===== src/rtl/bfly_dif_pipe_if.sv =====
// Valid/ready bundle for the DIF butterfly: operand pair and twiddle in, result pair out.
interface bfly_dif_pipe_if #(
   parameter int W = 16
);
   logic         i_valid;
   logic         o_ready;
   logic [W-1:0] i_a_re;
   logic [W-1:0] i_a_im;
   logic [W-1:0] i_b_re;
   logic [W-1:0] i_b_im;
   logic [W-1:0] i_w_re;
   logic [W-1:0] i_w_im;
   logic         i_inv;
   logic         i_last;
   logic         o_valid;
   logic         i_ready;
   logic [W-1:0] o_y0_re;
   logic [W-1:0] o_y0_im;
   logic [W-1:0] o_y1_re;
   logic [W-1:0] o_y1_im;
   logic         o_last;

   // Butterfly side
   modport slave (
      input  i_valid, i_a_re, i_a_im, i_b_re, i_b_im, i_w_re, i_w_im, i_inv, i_last, i_ready,
      output o_ready, o_valid, o_y0_re, o_y0_im, o_y1_re, o_y1_im, o_last
   );

   // Producer / consumer side
   modport master (
      output i_valid, i_a_re, i_a_im, i_b_re, i_b_im, i_w_re, i_w_im, i_inv, i_last, i_ready,
      input  o_ready, o_valid, o_y0_re, o_y0_im, o_y1_re, o_y1_im, o_last
   );
endinterface


===== src/rtl/bfly_dif_pipe.sv =====
// Two-stage radix-2 DIF (Gentleman-Sande) butterfly: y0 = A+B, y1 = (A-B)*W.
// S1 forms sum/difference (optionally halved) and the possibly conjugated twiddle;
// S2 does the complex multiply with round-half-up and saturation.
module bfly_dif_pipe #(
   parameter int W        = 16,
   parameter int FRAC     = 14,
   parameter bit SCALE_EN = 1'b1
) (
   input logic          i_clk,
   input logic          i_rst_n,
   bfly_dif_pipe_if.slave bus
);

   localparam logic [W-1:0]       SMAX = {1'b0, {(W-1){1'b1}}};
   localparam logic [W-1:0]       SMIN = {1'b1, {(W-1){1'b0}}};
   localparam logic signed [2*W:0] HALF = {{(2*W+1-FRAC){1'b0}}, 1'b1, {(FRAC-1){1'b0}}};

   function automatic logic [W-1:0] scale_f(input logic [W:0] v);
      if (SCALE_EN) scale_f = v[W:1];
      else          scale_f = v[W-1:0];
   endfunction

   function automatic logic [W-1:0] neg_sat(input logic [W-1:0] v);
      if (v == SMIN) neg_sat = SMAX;
      else           neg_sat = -v;
   endfunction

   function automatic logic [W-1:0] rnd_sat(input logic signed [2*W:0] x);
      logic signed [2*W:0] r;
      r = (x + HALF) >>> FRAC;
      if (r[2*W:W-1] == '0 || r[2*W:W-1] == '1) rnd_sat = r[W-1:0];
      else if (r[2*W])                           rnd_sat = SMIN;
      else                                       rnd_sat = SMAX;
   endfunction

   logic en;

   logic         s1_valid_d, s1_valid_q;
   logic         s1_last_d,  s1_last_q;
   logic [W-1:0] s1_sr_d, s1_sr_q, s1_si_d, s1_si_q;
   logic [W-1:0] s1_dr_d, s1_dr_q, s1_di_d, s1_di_q;
   logic [W-1:0] s1_wr_d, s1_wr_q, s1_wi_d, s1_wi_q;

   logic         s2_valid_d, s2_valid_q;
   logic         s2_last_d,  s2_last_q;
   logic [W-1:0] y0_re_d, y0_re_q, y0_im_d, y0_im_q;
   logic [W-1:0] y1_re_d, y1_re_q, y1_im_d, y1_im_q;

   logic [W:0]          sum_re, sum_im, dif_re, dif_im;
   logic signed [2*W-1:0] p_rr, p_ii, p_ri, p_ir;
   logic [2*W:0]        y1_re_full, y1_im_full;

   assign en          = ~s2_valid_q | bus.i_ready;
   assign bus.o_ready = en;

   // S1 next state: full-width sum/difference, scaled or wrapped, plus twiddle conjugation
   always_comb begin
      sum_re = {bus.i_a_re[W-1], bus.i_a_re} + {bus.i_b_re[W-1], bus.i_b_re};
      sum_im = {bus.i_a_im[W-1], bus.i_a_im} + {bus.i_b_im[W-1], bus.i_b_im};
      dif_re = {bus.i_a_re[W-1], bus.i_a_re} - {bus.i_b_re[W-1], bus.i_b_re};
      dif_im = {bus.i_a_im[W-1], bus.i_a_im} - {bus.i_b_im[W-1], bus.i_b_im};
      s1_valid_d = s1_valid_q;
      s1_last_d  = s1_last_q;
      s1_sr_d    = s1_sr_q;
      s1_si_d    = s1_si_q;
      s1_dr_d    = s1_dr_q;
      s1_di_d    = s1_di_q;
      s1_wr_d    = s1_wr_q;
      s1_wi_d    = s1_wi_q;
      if (en) begin
         s1_valid_d = bus.i_valid;
         s1_last_d  = bus.i_last;
         s1_sr_d    = scale_f(sum_re);
         s1_si_d    = scale_f(sum_im);
         s1_dr_d    = scale_f(dif_re);
         s1_di_d    = scale_f(dif_im);
         s1_wr_d    = bus.i_w_re;
         s1_wi_d    = bus.i_inv ? neg_sat(bus.i_w_im) : bus.i_w_im;
      end
   end

   // S2 next state: complex multiply of difference by twiddle, round and saturate
   always_comb begin
      p_rr = (2*W)'($signed(s1_dr_q)) * (2*W)'($signed(s1_wr_q));
      p_ii = (2*W)'($signed(s1_di_q)) * (2*W)'($signed(s1_wi_q));
      p_ri = (2*W)'($signed(s1_dr_q)) * (2*W)'($signed(s1_wi_q));
      p_ir = (2*W)'($signed(s1_di_q)) * (2*W)'($signed(s1_wr_q));
      y1_re_full = {p_rr[2*W-1], p_rr} - {p_ii[2*W-1], p_ii};
      y1_im_full = {p_ri[2*W-1], p_ri} + {p_ir[2*W-1], p_ir};
      s2_valid_d = s2_valid_q;
      s2_last_d  = s2_last_q;
      y0_re_d    = y0_re_q;
      y0_im_d    = y0_im_q;
      y1_re_d    = y1_re_q;
      y1_im_d    = y1_im_q;
      if (en) begin
         s2_valid_d = s1_valid_q;
         s2_last_d  = s1_last_q;
         y0_re_d    = s1_sr_q;
         y0_im_d    = s1_si_q;
         y1_re_d    = rnd_sat(y1_re_full);
         y1_im_d    = rnd_sat(y1_im_full);
      end
   end

   // Pipeline registers; reset clears valid, sideband and data
   always_ff @(posedge i_clk or negedge i_rst_n) begin
      if (!i_rst_n) begin
         s1_valid_q <= 1'b0;
         s1_last_q  <= 1'b0;
         s1_sr_q    <= '0;
         s1_si_q    <= '0;
         s1_dr_q    <= '0;
         s1_di_q    <= '0;
         s1_wr_q    <= '0;
         s1_wi_q    <= '0;
         s2_valid_q <= 1'b0;
         s2_last_q  <= 1'b0;
         y0_re_q    <= '0;
         y0_im_q    <= '0;
         y1_re_q    <= '0;
         y1_im_q    <= '0;
      end else begin
         s1_valid_q <= s1_valid_d;
         s1_last_q  <= s1_last_d;
         s1_sr_q    <= s1_sr_d;
         s1_si_q    <= s1_si_d;
         s1_dr_q    <= s1_dr_d;
         s1_di_q    <= s1_di_d;
         s1_wr_q    <= s1_wr_d;
         s1_wi_q    <= s1_wi_d;
         s2_valid_q <= s2_valid_d;
         s2_last_q  <= s2_last_d;
         y0_re_q    <= y0_re_d;
         y0_im_q    <= y0_im_d;
         y1_re_q    <= y1_re_d;
         y1_im_q    <= y1_im_d;
      end
   end

   assign bus.o_valid = s2_valid_q;
   assign bus.o_last  = s2_last_q;
   assign bus.o_y0_re = y0_re_q;
   assign bus.o_y0_im = y0_im_q;
   assign bus.o_y1_re = y1_re_q;
   assign bus.o_y1_im = y1_im_q;

endmodule


===== src/flat_wrapper.sv =====
// flat-port wrapper written by rule: the top's interface ports become plain ports
module bfly_dif_pipe_flat 
#(
   parameter int W        = 16,
   parameter int FRAC     = 14,
   parameter bit SCALE_EN = 1'b1
)
  (i_clk, i_rst_n, bus_i_valid, bus_i_a_re, bus_i_a_im, bus_i_b_re, bus_i_b_im, bus_i_w_re, bus_i_w_im, bus_i_inv, bus_i_last, bus_i_ready, bus_o_ready, bus_o_valid, bus_o_y0_re, bus_o_y0_im, bus_o_y1_re, bus_o_y1_im, bus_o_last);
  bfly_dif_pipe_if #(.W(W)) bus_i ();
  input logic i_clk;
  input logic i_rst_n;
  input wire logic [$bits(bus_i.i_valid)-1:0] bus_i_valid;
  input wire logic [$bits(bus_i.i_a_re)-1:0] bus_i_a_re;
  input wire logic [$bits(bus_i.i_a_im)-1:0] bus_i_a_im;
  input wire logic [$bits(bus_i.i_b_re)-1:0] bus_i_b_re;
  input wire logic [$bits(bus_i.i_b_im)-1:0] bus_i_b_im;
  input wire logic [$bits(bus_i.i_w_re)-1:0] bus_i_w_re;
  input wire logic [$bits(bus_i.i_w_im)-1:0] bus_i_w_im;
  input wire logic [$bits(bus_i.i_inv)-1:0] bus_i_inv;
  input wire logic [$bits(bus_i.i_last)-1:0] bus_i_last;
  input wire logic [$bits(bus_i.i_ready)-1:0] bus_i_ready;
  output wire logic [$bits(bus_i.o_ready)-1:0] bus_o_ready;
  output wire logic [$bits(bus_i.o_valid)-1:0] bus_o_valid;
  output wire logic [$bits(bus_i.o_y0_re)-1:0] bus_o_y0_re;
  output wire logic [$bits(bus_i.o_y0_im)-1:0] bus_o_y0_im;
  output wire logic [$bits(bus_i.o_y1_re)-1:0] bus_o_y1_re;
  output wire logic [$bits(bus_i.o_y1_im)-1:0] bus_o_y1_im;
  output wire logic [$bits(bus_i.o_last)-1:0] bus_o_last;
  assign bus_i.i_valid = bus_i_valid;
  assign bus_i.i_a_re = bus_i_a_re;
  assign bus_i.i_a_im = bus_i_a_im;
  assign bus_i.i_b_re = bus_i_b_re;
  assign bus_i.i_b_im = bus_i_b_im;
  assign bus_i.i_w_re = bus_i_w_re;
  assign bus_i.i_w_im = bus_i_w_im;
  assign bus_i.i_inv = bus_i_inv;
  assign bus_i.i_last = bus_i_last;
  assign bus_i.i_ready = bus_i_ready;
  assign bus_o_ready = bus_i.o_ready;
  assign bus_o_valid = bus_i.o_valid;
  assign bus_o_y0_re = bus_i.o_y0_re;
  assign bus_o_y0_im = bus_i.o_y0_im;
  assign bus_o_y1_re = bus_i.o_y1_re;
  assign bus_o_y1_im = bus_i.o_y1_im;
  assign bus_o_last = bus_i.o_last;
  bfly_dif_pipe #(.W(W), .FRAC(FRAC), .SCALE_EN(SCALE_EN)) u_core (.i_clk(i_clk), .i_rst_n(i_rst_n), .bus(bus_i));
endmodule

===== config.mk =====
export PLATFORM = sky130hd
export DESIGN_NAME = bfly_dif_pipe_flat
export DESIGN_NICKNAME = d
export VERILOG_FILES = /design/src/rtl/bfly_dif_pipe_if.sv /design/src/rtl/bfly_dif_pipe.sv /design/src/flat_wrapper.sv
export SDC_FILE = /design/constraint.sdc
export NUM_CORES = 2
export LEC_CHECK = 0
export ABC_AREA = 1
export CORE_AREA = 2 2 325 327
export DETAILED_ROUTE_END_ITERATION = 10
export DIE_AREA = 0 0 327 329
export PLACE_DENSITY = 0.69
export SLEW_MARGIN = 20
export SYNTH_ARGS = -nofsm -noshare
export SYNTH_HDL_FRONTEND = slang
export SYNTH_SLANG_ARGS = --single-unit

===== constraint.sdc =====
create_clock -name i_clk -period 7.65 [get_ports i_clk]
set_input_delay 1.1475 -clock i_clk [delete_from_list [all_inputs] [get_ports i_clk]]
set_output_delay 1.1475 -clock i_clk [all_outputs]
set_load 0.01 [all_outputs]

## After elaboration in Yosys (flattened, before gate mapping)

Index checks and enable logic that the tools add are counted.

- Bits of input ports: 102
- Register bits: 164
- Output and inout port bits: 67

- Equal/unequal tests: 3
- Reduce and logical (&&, ||, !) cells: 4
- Mux-type cells: 6
- Multiply operators: 4
- Bitwise operators: 2
- $add $sub $neg: 9

Operators with widths:

| operator | number |
|---|---|
| multiplier 16 x 16 -> 32 bit | 4 |
| 2-to-1 mux 16 bit | 6 |
| adder 33 x 15 -> 33 bit (second input constant) | 2 |
| == test 18 bit (second input constant) | 2 |
| zero test 18 bit | 2 |
| adder 16 x 16 -> 17 bit | 2 |
| subtractor 16 x 16 -> 17 bit | 2 |
| adder 32 x 32 -> 33 bit | 1 |
| subtractor 32 x 32 -> 33 bit | 1 |
| == test 16 bit (second input constant) | 1 |
| negator 16 bit | 1 |
| logical OR 1 bit | 2 |
| NOT 1 bit | 1 |
| bitwise OR 1 bit | 1 |

## Longest topological paths before layout

- Depth after elaboration: 6
- Depth in mapped cells: 37

## Worst setup path after synthesis

OpenSTA, ideal clock, no wires.

- Kind: register to register
- Start point: register u_core.s1_wr_q[1]
- End point: register u_core.y1_im_q[10] (netlist: u_core.bus.o_y1_im[10])
- Period minus slack after synthesis: 7.276 ns
- Cell stages (with the launch flop): 30
- Path buffers: 3
- Setup time: 0.120 ns
- Data required time: 7.530 ns
- Setup slack: 0.374 ns
- Arrival time: 7.156 ns
- Path through: dfrtp_1 clkbuf_1 clkbuf_1 nand2_1 fa_1 inv_1 fa_1 inv_1 fa_1 fa_1 fa_1 inv_1 fa_1 inv_1 fa_1 fa_1 inv_1 ha_1 inv_1 nor3_1 nand2_1 nor4_1 nand2_1 nand3_1 nand2_2 o21ai_1 nand2_1 inv_2 buf_6 a21oi_2

- Cells in the longest elaborated chain, start to end: 6

Ends and longest elaborated chain:

| item | RTL line | source |
|---|---|---|
| start: declaration | bfly_dif_pipe.sv:42 | `logic [W-1:0] s1_wr_d, s1_wr_q, s1_wi_d, s1_wi_q;` |
| start signal: assignment | bfly_dif_pipe.sv:130 | `s1_wr_q <= s1_wr_d;` |
| multiplier 16 x 16 -> 32 bit * | bfly_dif_pipe.sv:87 | `p_ir = (2*W)'($signed(s1_di_q)) * (2*W)'($signed(s1_wr_q));` |
| adder 32 x 32 -> 33 bit * | bfly_dif_pipe.sv:89 | `y1_im_full = {p_ri[2*W-1], p_ri} + {p_ir[2*W-1], p_ir};` |
| adder 33 x 15 -> 33 bit * | bfly_dif_pipe.sv:30 | `r = (x + HALF) >>> FRAC;` |
| == test 18 bit / zero test 18 bit (equally long branches) | bfly_dif_pipe.sv:31 | `if (r[2*W:W-1] == '0 \|\| r[2*W:W-1] == '1) rnd_sat = r[W-1:0];` |
| logical OR 1 bit | bfly_dif_pipe.sv:31 |  |
| 2-to-1 mux 16 bit * | bfly_dif_pipe.sv:31 |  |
| end signal: assignment | bfly_dif_pipe.sv:137 | `y1_im_q <= y1_im_d;` |
| end: declaration | bfly_dif_pipe.sv:47 | `logic [W-1:0] y1_re_d, y1_re_q, y1_im_d, y1_im_q;` |

Every way passes the cells marked *; elsewhere a longest branch is shown, timed or not.
A chain may end at the register's enable or synchronous reset.

## Worst setup path after layout

- Start point: register u_core.s1_wr_q[0]
- End point: register u_core.y1_im_q[1] (netlist: u_core.bus.o_y1_im[1])

The elaborated chain is that of the path after synthesis.

==> run summary <==
Type of element launching the critical path: a register. The overall die width came out at 327 um. After detailed routing, the average wire length per cell comes to 18.3 um.

In this run the cell area measured after placement is 56300 sq um. The pin count of the biggest net entering global routing is 114. TritonCTS built the clock tree. Among the stages of the critical path, the cell type that occurs most often is fa_1. The number of synthesized register bits is 164.

The tools report the number of nets in the layout as 8230. The flow ran to the end, but the final reports show violations. The die covers 108000 sq um.

Summed over all nets, the half-perimeter wirelength after detailed placement is 120 mm. After clock tree synthesis, the clock-pin slew on the worst setup and hold paths is 90 ps. The final reports fail on antenna rules.

The post-synthesis async set-or-reset flop share works out to 100%. During I/O placement, the number of pins put on the boundary was 169. Dividing the final minimum period by the clock period gives 97.7%. Setup violations remaining at the end of the flow were counted as 0. The number of warnings reported in the yosys synthesis log was 0; the post-cts hold buffer count was 0. The root buffer cell chosen for the clock tree is clkbuf_16.

Registers take 4130 sq um. Static timing analysis puts the maximum clock frequency at 0.134 GHz. Of all nets on the critical path, the largest fanout is 8. Synthesis produced a netlist whose cell count is 6417. The pre-antenna-repair detailed-routing pass consisted of 8 iterations. The first routing iteration left 3458 violations.

In this run the number of cells on the critical path is 29. The slew at the pin closest to its max-slew limit is 887 ps. For the core box area, the log shows 104000 sq um.

Number of vias in the routed layout: 40500. The primary flip-flop cell chosen by synthesis mapping was dfrtp_1. Category of cells accounting for the largest share of critical-path delay: adder cells. The tools report the insertion delay of the later-clocked pin in the worst-skew pair as 510 ps. For this run, design rule violations remaining after detail routing come to 0.

STA puts the critical path data arrival time at 7910 ps. In the final layout, the multi-input gates occupy 39500 sq um. Relative to the synthesized area, the layout overhead comes to 12.3%. Fill cell total of the finished layout: 9539. The worst slew margin relative to its limit was 40.9%; the post-layout minimum cycle time was 7470 ps.

The longest clock path from root to sink contains 2 buffers. The worst setup path is captured at a register. The H-tree was split into 4 levels. The number of port buffers is 168. The critical path is of the register to register type.

The tree built by TritonCTS fans out to 164 sinks. On the worst path, the slowest cell contributes a delay of 560 ps. Of the synthesized area, sequential elements account for 7.96%. Yosys attributes the largest share of cell area to fa_1 (46%), inv_1 (14%), nand2_1 (11%).

The critical path contains buffers and inverters numbering 9 combined. Clock skew after layout: 31.8 ps. The total count of max-transition violations in the final report was 0; the cell depth of the worst flop-to-flop path was 29. The run gives 8090 ps as the required time of the critical path.

Global-route usage over all layers: 28.4%. The slowest stage of the critical path belongs to the cell fa_1. The tools report the remaining antenna violation count after routing as 1.

Across the run, the number of max-cap violations was 0. The logs give 2 for the initial antenna violation count and 236 mm for the global-route wire length before repair. The worst hold path belongs to the class register to register. The post-synthesis cell type count was 45; the share of layout cells above drive strength 1 was 8.03%. The logs give 0 for the final global-route overflow total and 51500 sq um for the post-synth design cell area.

The worst hold path was traced through 2 stages. The total detailed-routing wirelength is 146 mm. The logs give 0 for the number of hold violations in the final report and 0.961 for the global placer's final weighted congestion. Once layout is done, the placed cells without fillers occupy 57900 sq um. The share of synthesized area in the top cell type comes to 45.7%. Of all cell types, the one taking the most synthesized area is fa_1. From bottom edge to top edge, the die measures 329 um. After synthesis, the mean cell area works out to 8.03 sq um.

The total nets after synthesis is 8057. For the number of buffers created by CTS, the log shows 17. Once the floorplan was initialized, standard cells occupied 49.4% of the core. The floorplan has 119 rows.

The via count of the first global-routing pass was 43100. The number of flops mapped to enable cells by yosys was 0. The vias per cell is 5.06.
==> cells in the mapped netlist (11+ instances only) <==
cell / n
a21oi_2: 20
inv_1: 1966
nand3_1: 104
o21bai_1: 18
xor2_1: 68
nor2_1: 215
a31oi_1: 17
nor3_1: 22
ha_1: 361
or2_2: 18
buf_1: 11
nand4_1: 14
xnor2_1: 14
clkbuf_1: 269
o21ai_0: 119
dfrtp_1: 164
nand3_2: 21
a21oi_1: 144
fa_1: 1177
nand2_1: 1577
==> placed cells by master, fill, tap and decap left out, types with 27 or more instances in the layout <==
cell type        Yosys  routed
buf_12               0      52
nor2_1             215     197
a21oi_2             20      44
inv_1             1966    1958
dfrtp_1            164     149
nand3_1            104      97
o21ai_0            119     113
nand2_1           1577    1553
ha_1               361     343
clkdlybuf4s50_1      0     167
buf_4                0     207
nand2_2              8      29
nand3_2             21      27
a21oi_1            144     119
fa_1              1177    1158
xor2_1              68      68
==> worst paths after layout <==
kind | start | slack (ps) | end
setup / recovery | u_core.s1_wr_q[0]$_DFFE_PN0P_ | 180 | u_core.bus.o_y1_im[1]$_DFFE_PN0P_
setup reg to reg | u_core.s1_wr_q[0]$_DFFE_PN0P_ | 180 | u_core.bus.o_y1_im[1]$_DFFE_PN0P_
min in group asynchronous | i_rst_n | 650 | u_core.s1_si_q[9]$_DFFE_PN0P_
max in group asynchronous | i_rst_n | 5600 | u_core.s1_wr_q[3]$_DFFE_PN0P_
hold / removal | u_core.s1_valid_q$_DFFE_PN0P_ | 460 | u_core.bus.o_valid$_DFFE_PN0P_
hold reg to reg | u_core.s1_valid_q$_DFFE_PN0P_ | 460 | u_core.bus.o_valid$_DFFE_PN0P_
==> sequential cells by signal, summed over array words and instances, names as in the netlist <==
register / count
u_core.s1_si_q: 16
u_core.s1_dr_q: 16
u_core.s1_wr_q: 16
u_core.bus.o_y0_im: 16
u_core.bus.o_y1_im: 16
u_core.bus.o_y0_re: 16
u_core.bus.o_y1_re: 16
u_core.s1_wi_q: 16
u_core.bus.o_last: 1
u_core.bus.o_valid: 1
u_core.s1_valid_q: 1
u_core.s1_sr_q: 16
u_core.s1_last_q: 1
u_core.s1_di_q: 16
==> routing by layer <==
metal  wire (um)  up-vias  track usage, %
met3       11600      268            4.34
met1       57900    20300            38.1
met4        6110        0            10.2
met5           0        -               0
met2       70500     1566            47.1
li1            -    18400               -
==> metrics by stage <==
step | setup WS (ps) | hold WS (ps) | setup TNS [ps] | instances | util, %
final | 179 | 464 | 0 | 8001 | 55.5
after CTS | 20.3 | 465 | 0 | 7971 | 54.6
after global routing | -38.3 | 498 | -464 | 7995 | 55.4
after floorplan | 374 | 420 | 0 | 6417 | -
after detailed placement | -427 | 443 | -5960 | 7938 | 54.0
after global placement | -371 | 428 | -5260 | 7938 | 54.0
==> worst min-delay path, cell delays in order, from the launching register on <==
cell	delay, ps
dfrtp_1	340
inv_1	50
nand2_1	50
==> layout make-up <==
cell class | instances | share of cell area (%)
Multi-Input combinational cell | 3992 | 68.2
Inverter | 1973 | 12.8
Timing Repair Buffer | 441 | 7.75
Sequential cell | 164 | 7.13
Tap cell | 1391 | 3.01
Clock buffer | 18 | 0.742
Clock inverter | 14 | 0.279
Antenna cell | 7 | 0.0303
Timing Repair inverter | 1 | 0.0151
==> logic make-up (layout without fill, tap and decap cells) <==
kind of cell | after synthesis | in the layout | synth area share [%]
flip-flops | 164 | 164 | 7.96
other | 0 | 7 | 0
AND/OR/NAND/NOR | 2000 | 2002 | 15.5
AO/OA/AOI/OAI | 370 | 370 | 4.10
adder cells (fa/ha/maj) | 1538 | 1538 | 54.5
XOR/XNOR | 82 | 82 | 1.39
buffers and inverters | 2263 | 2447 | 16.6
==> timing repair <==
action                                  4_1_cts  5_1_grt
endpoints found under the setup margin       31       32
setup buffers                                 1       17
gates cloned                                  0        5
pin swaps                                     0       38
resized for setup                            14      169
endpoints found under the hold margin         0        0
Power is left out: the tool's default activity adds up to more than one toggle a clock period on the data nets, which glitch-free logic cannot reach.
